### src/rtl/bcd_serial_driver.sv
// bcd_serial_driver: latches a binary value, converts it to BCD with
// double-dabble, then shifts the digits out serially (MSB digit, MSB bit
// first) on sclk/sdo framed by data_enable, ending with a one-cycle dclk.
// Frames start on a start pulse or on a pending auto-refresh.
// Optional build macro: BCD_SERIAL_DRIVER_BLANK_EN -- leading zero digits
// (all but the least significant) are sent as the blank code 4'hA.
module bcd_serial_driver #(
  parameter int unsigned IN_WIDTH      = 14,
  parameter int unsigned DIGITS        = 4,
  parameter int unsigned CLK_DIV       = 256,
  parameter int unsigned REFRESH_TICKS = 131072
) (
  input  logic                clk,
  input  logic                rst,
  input  logic [IN_WIDTH-1:0] num,
  input  logic                error,
  input  logic                start,
  output logic                sclk,
  output logic                data_enable,
  output logic                sdo,
  output logic                dclk,
  output logic                busy
);

  localparam int unsigned BCD_W   = 4 * DIGITS;
  localparam int unsigned CNT_MAX = (IN_WIDTH > BCD_W) ? IN_WIDTH : BCD_W;
  localparam int unsigned CNT_W   = $clog2(CNT_MAX + 1);
  localparam int unsigned DIV_W   = (CLK_DIV > 1) ? $clog2(CLK_DIV) : 1;
  localparam int unsigned REF_W   = (REFRESH_TICKS > 1) ? $clog2(REFRESH_TICKS) : 1;

  // Largest value representable in DIGITS decimal digits (10^DIGITS - 1).
  function automatic logic [63:0] max_value(input int unsigned digits);
    logic [63:0] v;
    v = 64'd1;
    for (int unsigned i = 0; i < digits; i++) begin
      v = v * 64'd10;
    end
    return v - 64'd1;
  endfunction

  localparam logic [63:0] MAX_VAL = max_value(DIGITS);

  typedef enum logic [1:0] {
    IDLE,
    CONVERT,
    SHIFT,
    DONE
  } state_t;

  state_t             state_q, state_d;
  logic [IN_WIDTH-1:0] bin_q, bin_d;
  logic               err_q, err_d;
  logic               ovf_q, ovf_d;
  logic [BCD_W-1:0]   bcd_q, bcd_d;
  logic [CNT_W-1:0]   cnt_q, cnt_d;
  logic [DIV_W-1:0]   div_q, div_d;
  logic               sclk_q, sclk_d;
  logic               sdo_q, sdo_d;
  logic               de_q, de_d;
  logic               pending_q, pending_d;
  logic [REF_W-1:0]   ref_q, ref_d;

  logic               wrap;
  logic [BCD_W-1:0]   adj;
  logic [BCD_W-1:0]   step;
  logic [BCD_W-1:0]   frame;
`ifdef BCD_SERIAL_DRIVER_BLANK_EN
  logic               lead;
`endif

  // Free-running refresh counter; wrap marks the end of each period.
  always_comb begin
    ref_d = ref_q;
    wrap  = 1'b0;
    if (REFRESH_TICKS != 0) begin
      if (ref_q == REF_W'(REFRESH_TICKS - 1)) begin
        ref_d = '0;
        wrap  = 1'b1;
      end else begin
        ref_d = ref_q + 1'b1;
      end
    end
  end

  // One double-dabble step: add 3 to digits >= 5, then shift in the next bit.
  always_comb begin
    adj = bcd_q;
    for (int unsigned i = 0; i < DIGITS; i++) begin
      if (bcd_q[4*i +: 4] >= 4'd5) begin
        adj[4*i +: 4] = bcd_q[4*i +: 4] + 4'd3;
      end
    end
    step = {adj[BCD_W-2:0], bin_q[IN_WIDTH-1]};
  end

  // Final digit pattern: error and overflow override the conversion result.
  always_comb begin
    frame = step;
`ifdef BCD_SERIAL_DRIVER_BLANK_EN
    lead = 1'b1;
`endif
    if (err_q) begin
      frame = '1;
    end else if (ovf_q) begin
      for (int unsigned i = 0; i < DIGITS; i++) begin
        frame[4*i +: 4] = 4'hE;
      end
    end else begin
`ifdef BCD_SERIAL_DRIVER_BLANK_EN
      // Walk down from the top digit; stop blanking at the first non-zero.
      for (int unsigned i = DIGITS - 1; i >= 1; i--) begin
        if (lead && (step[4*i +: 4] == 4'd0)) begin
          frame[4*i +: 4] = 4'hA;
        end else begin
          lead = 1'b0;
        end
      end
`endif
    end
  end

  // Next-state and datapath control for the IDLE/CONVERT/SHIFT/DONE sequence.
  always_comb begin
    state_d   = state_q;
    bin_d     = bin_q;
    err_d     = err_q;
    ovf_d     = ovf_q;
    bcd_d     = bcd_q;
    cnt_d     = cnt_q;
    div_d     = div_q;
    sclk_d    = sclk_q;
    sdo_d     = sdo_q;
    de_d      = de_q;
    pending_d = pending_q | wrap;

    case (state_q)
      IDLE: begin
        if (start || pending_q) begin
          state_d   = CONVERT;
          bin_d     = num;
          err_d     = error;
          ovf_d     = (64'(num) > MAX_VAL);
          bcd_d     = '0;
          cnt_d     = '0;
          pending_d = 1'b0;
        end
      end

      CONVERT: begin
        bin_d = bin_q << 1;
        bcd_d = step;
        cnt_d = cnt_q + 1'b1;
        if (cnt_q == CNT_W'(IN_WIDTH - 1)) begin
          // Load the final pattern and present its first bit on SHIFT entry.
          state_d = SHIFT;
          bcd_d   = frame;
          sdo_d   = frame[BCD_W-1];
          de_d    = 1'b1;
          sclk_d  = 1'b0;
          div_d   = '0;
          cnt_d   = '0;
        end
      end

      SHIFT: begin
        if (div_q == DIV_W'(CLK_DIV - 1)) begin
          div_d = '0;
          if (!sclk_q) begin
            sclk_d = 1'b1;
          end else if (cnt_q == CNT_W'(BCD_W - 1)) begin
            state_d = DONE;
            sclk_d  = 1'b0;
            sdo_d   = 1'b0;
            de_d    = 1'b0;
            cnt_d   = '0;
          end else begin
            // Falling sclk: advance to the next bit.
            sclk_d = 1'b0;
            cnt_d  = cnt_q + 1'b1;
            bcd_d  = bcd_q << 1;
            sdo_d  = bcd_q[BCD_W-2];
          end
        end else begin
          div_d = div_q + 1'b1;
        end
      end

      DONE: begin
        state_d = IDLE;
      end

      default: begin
        state_d = IDLE;
      end
    endcase
  end

  // State register with asynchronous active-high reset.
  always_ff @(posedge clk or posedge rst) begin
    if (rst) begin
      state_q   <= IDLE;
      bin_q     <= '0;
      err_q     <= 1'b0;
      ovf_q     <= 1'b0;
      bcd_q     <= '0;
      cnt_q     <= '0;
      div_q     <= '0;
      sclk_q    <= 1'b0;
      sdo_q     <= 1'b0;
      de_q      <= 1'b0;
      pending_q <= 1'b0;
      ref_q     <= '0;
    end else begin
      state_q   <= state_d;
      bin_q     <= bin_d;
      err_q     <= err_d;
      ovf_q     <= ovf_d;
      bcd_q     <= bcd_d;
      cnt_q     <= cnt_d;
      div_q     <= div_d;
      sclk_q    <= sclk_d;
      sdo_q     <= sdo_d;
      de_q      <= de_d;
      pending_q <= pending_d;
      ref_q     <= ref_d;
    end
  end

  assign sclk        = sclk_q;
  assign sdo         = sdo_q;
  assign data_enable = de_q;
  assign dclk        = (state_q == DONE);
  assign busy        = (state_q != IDLE);

endmodule

### config.mk
export PLATFORM = sky130hd
export DESIGN_NAME = bcd_serial_driver
export DESIGN_NICKNAME = d
export VERILOG_FILES = /design/src/rtl/bcd_serial_driver.sv
export SDC_FILE = /design/constraint.sdc
export NUM_CORES = 1
export LEC_CHECK = 0
export BUFFER_PORTS_ARGS = -buffer_cell sky130_fd_sc_hd__buf_2
export CAP_MARGIN = 20
export CORE_MARGIN = 2
export CORE_UTILIZATION = 50
export CTS_CLUSTER_SIZE = 25
export DETAILED_ROUTE_END_ITERATION = 10
export PLACE_DENSITY = 0.68
export SETUP_SLACK_MARGIN = 0.2
export SLEW_MARGIN = 25
export SYNTH_ARGS = -nofsm -noshare
export SYNTH_HDL_FRONTEND = slang
export SYNTH_SLANG_ARGS = --single-unit
### constraint.sdc
create_clock -name clk -period 3 [get_ports clk]
set_clock_uncertainty 0.1 [all_clocks]
set_input_delay 0.3 -clock clk [delete_from_list [all_inputs] [get_ports clk]]
set_output_delay 0.3 -clock clk [all_outputs]
set_load 0.005 [all_outputs]
==> impl_metrics.py <==
metrics = {
    "status": {
        "status": "finished clean",
    },
    "grt": {
        "antenna_found_initial": 0,
        "grt_overflow": 0,
        "grt_pass1_wl_um": 14000,
        "first_global_vias": 2965,
        "grt_usage_pct": 20.8,
        "grt_max_degree": 34,
    },
    "logic_synthesis": {
        "synth_fa_ha_area_share_pct": 6.18,
        "yosysTopAreaCell": "dfrtp_1",
        "ys_top_cells_by_area": "dfrtp_1 (44%), ha_1 (6.2%), o21ai_0 (4.8%)",
        "synthMuxAreaShare_pct": 5.56,
        "netlist_area_um2": 3850,
        "netlist_top_cells_count": "dfrtp_1 (68), nand2_1 (41), nor2_1 (37), o21ai_0 (37), a21oi_1 (31)",
        "synth_compound_area_share_pct": 18.5,
        "synth_edf_count": 0,
        "synthesis.nets": 451,
        "synth.most_common_cell": "dfrtp_1",
        "synth_top_family_by_area": "compound AO/OA/AOI/OAI gates",
        "ys_types": 54,
        "synth-xor-area-share_pct": 2.96,
        "syn_avg_cell_area_um2": 9.29,
        "yosysSeqAreaShare_pct": 44.2,
        "synth_top_area_share_pct": 44.2,
        "synth-main-ff-cell": "dfrtp_1",
        "synthSimpleGateAreaFrac_pct": 18.2,
        "synth_cells": 414,
        "ys.warnings.count": 0,
        "ys_ff_latch": 68,
        "async_reset_ff_share_pct": 100,
    },
    "cells_and_area": {
        "nNetsFinal": 475,
        "nFillCells": 672,
        "areaGrowthSynthToFinish_pct": 11.1,
        "antenna-diode-count": 0,
        "drive_gt1_share_pct": 12.9,
        "finalCoreUtilization_pct": 58.0,
    },
    "die": {
        "rows": 31,
        "die_area_um2": 8410,
        "start_util_pct": 52.2,
        "die_h_um": 91.7,
        "io_pins": 23,
        "core_area_um2": 7370,
        "die_x_um": 91.7,
    },
    "timing": {
        "timing.fmax_ghz": 0.393,
        "post-route-min-period_ns": 2.54,
        "tightest_slew_ns": 0.668,
        "fin_tns_setup_ns": 0,
        "finalMaxSlewViolations": 0,
        "setup_viol": 0,
        "post-route-period-util_pct": 84.7,
        "slew-limit-headroom_pct": 55.3,
        "rsz0062_at_grt": "false",
        "hold_violations": 0,
    },
    "worst_setup_path": {
        "cp-start-kind": "flip-flop",
        "arrival_ns": 2.66,
        "end_kind": "flip-flop",
        "crit_fanout": 22,
        "crit_type": "flip-flop to flip-flop",
        "crit_required_ns": 3.12,
    },
    "detailed_routing": {
        "drc": 0,
        "drt-initial-drc-count": 215,
        "firstDrtPassIters": 5,
        "vias_per_cell": 5.78,
        "m1WireLength_um": 3910,
        "num_vias": 3134,
        "ant_nets": 0,
        "wire_per_inst_um": 14.8,
        "wl_met2_um": 3750,
        "wl_um": 8020,
        "route.met3.wl_um": 238,
        "maxUsedRoutingLayer": "met4",
    },
    "worst_hold_path": {
        "holdCritPathClass": "primary input to flip-flop",
    },
    "clocking": {
        "clk_path_buf_depth": 2,
        "cts.sinks": 68,
        "h-tree-depth": 3,
        "cts_buffers": 9,
        "cts_tree": "yes",
        "cts-root-buf": "clkbuf_8",
        "cts.reportedPaths.clkPinSlew_ns": 0.07,
        "insertion_delay_ns": 0.35,
    },
    "job": {
        "cap_violations": 0,
    },
    "place": {
        "place_hpwl_um": 5750,
        "io_buffers": 22,
        "place.gp.congestion": 0.870,
    },
    "pwr": {
        "powerDensity_nw_per_um2": 798,
        "p_leak_nw": 1.91,
        "peakVddDrop_mv": 0.457,
    },
}
[final cells by class]
type / count / area, µm² / share of cell area, %
Inverter: 23 / 86.3 / 2.02
Tap cell: 99 / 124 / 2.90
Clock buffer: 9 / 124 / 2.90
Sequential cell: 68 / 1700 / 39.8
Timing Repair Buffer: 29 / 165 / 3.87
Multi-Input combinational cell: 307 / 1980 / 46.3
Clock inverter: 7 / 91.3 / 2.14
[cells in the final DEF (no fill, tap or decap), types with 5 or more instances in the layout]
master	Yosys	layout
nand4_1	6	6
xor2_1	8	8
dfrtp_1	68	68
and3_1	9	9
clkbuf_8	0	9
nor2_1	37	37
nand2_1	41	41
o21ai_0	37	37
buf_2	8	22
a21oi_1	31	31
a21o_1	5	5
nand3_1	8	8
nor3b_1	5	5
xnor2_1	5	5
mux2i_1	18	18
buf_4	1	6
a22o_1	7	7
nand2b_1	9	9
nor3_1	6	6
ha_1	19	18
inv_1	22	21
o21ai_1	5	5
[stage by stage]
step	total power, mW	hold WS [ns]	setup WS, ns	cell area, µm²	instances
floorplan	2.25	0.325	0.888	3850	414
global placement	2.56	0.163	0.665	4050	525
detailed placement	2.59	0.171	0.567	4050	525
CTS	3.43	0.0795	0.438	4270	542
global route	3.65	0.0783	0.247	4270	542
finish	3.41	0.0864	0.458	4270	542
[final timing paths]
| kind | startpoint | end | slack, ns | cells past startpoint |
|---|---|---|---|---|
| worst max-delay path | cnt_q[0] | bcd_q[0] | 0.46 | 7 |
| worst min-delay path | error | err_q | 0.09 | 2 |
| worst max register to register | cnt_q[0] | bcd_q[0] | 0.46 | 7 |
| worst min register to register | ref_q[0] | ref_q[0] | 0.36 | 1 |
| max in group asynchronous | rst | ref_q[16] | 1.72 | 4 |
| min in group asynchronous | rst | div_q[0] | 0.34 | 3 |
[metal layers]
metal	vias to the layer above	track usage [%]
li1	1523	-
met1	1533	29.2
met2	68	31.9
met3	10	3.37
met4	0	8.71
met5	-	0
[where the power goes]
| part | internal [mW] | total (mW) | switching [mW] |
|---|---|---|---|
| Combinational | 0.488 | 1.37 | 0.880 |
| Sequential | 1.09 | 1.21 | 0.124 |
| Clock | 0.465 | 0.827 | 0.363 |
| Total | 2.04 | 3.41 | 1.37 |
[registers in the layout, indices dropped and copies added, names as in the netlist]
signal	flops
data_enable	1
div_q	8
sclk	1
bin_q	14
state_q	2
pending_q	1
cnt_q	5
err_q	1
bcd_q	16
ovf_q	1
ref_q	17
sdo	1
[logic make-up after synthesis]
| family | after synthesis |
|---|---|
| XOR/XNOR | 13 |
| AO/OA/AOI/OAI | 116 |
| multiplexers | 20 |
| AND/OR/NAND/NOR | 139 |
| flip-flops | 68 |
| buffers and inverters | 39 |
| adder cells (fa/ha/maj) | 19 |
[repair_timing]
item / CTS / global route
resized for setup: 0 / 0
hold endpoints to repair: 13 / 0
hold buffers: 1 / 0
endpoints found under the setup margin: 0 / 0
setup buffers: 0 / 0
[critical path: stages, from the launching register on]
cell,delay (ns)
dfrtp_1,0.42
ha_1,0.25
nand3_1,0.12
inv_1,0.05
ha_1,0.22
o31ai_2,0.28
nand2_1,0.44
o41ai_1,0.53
(Power assumes the default switching activity.)
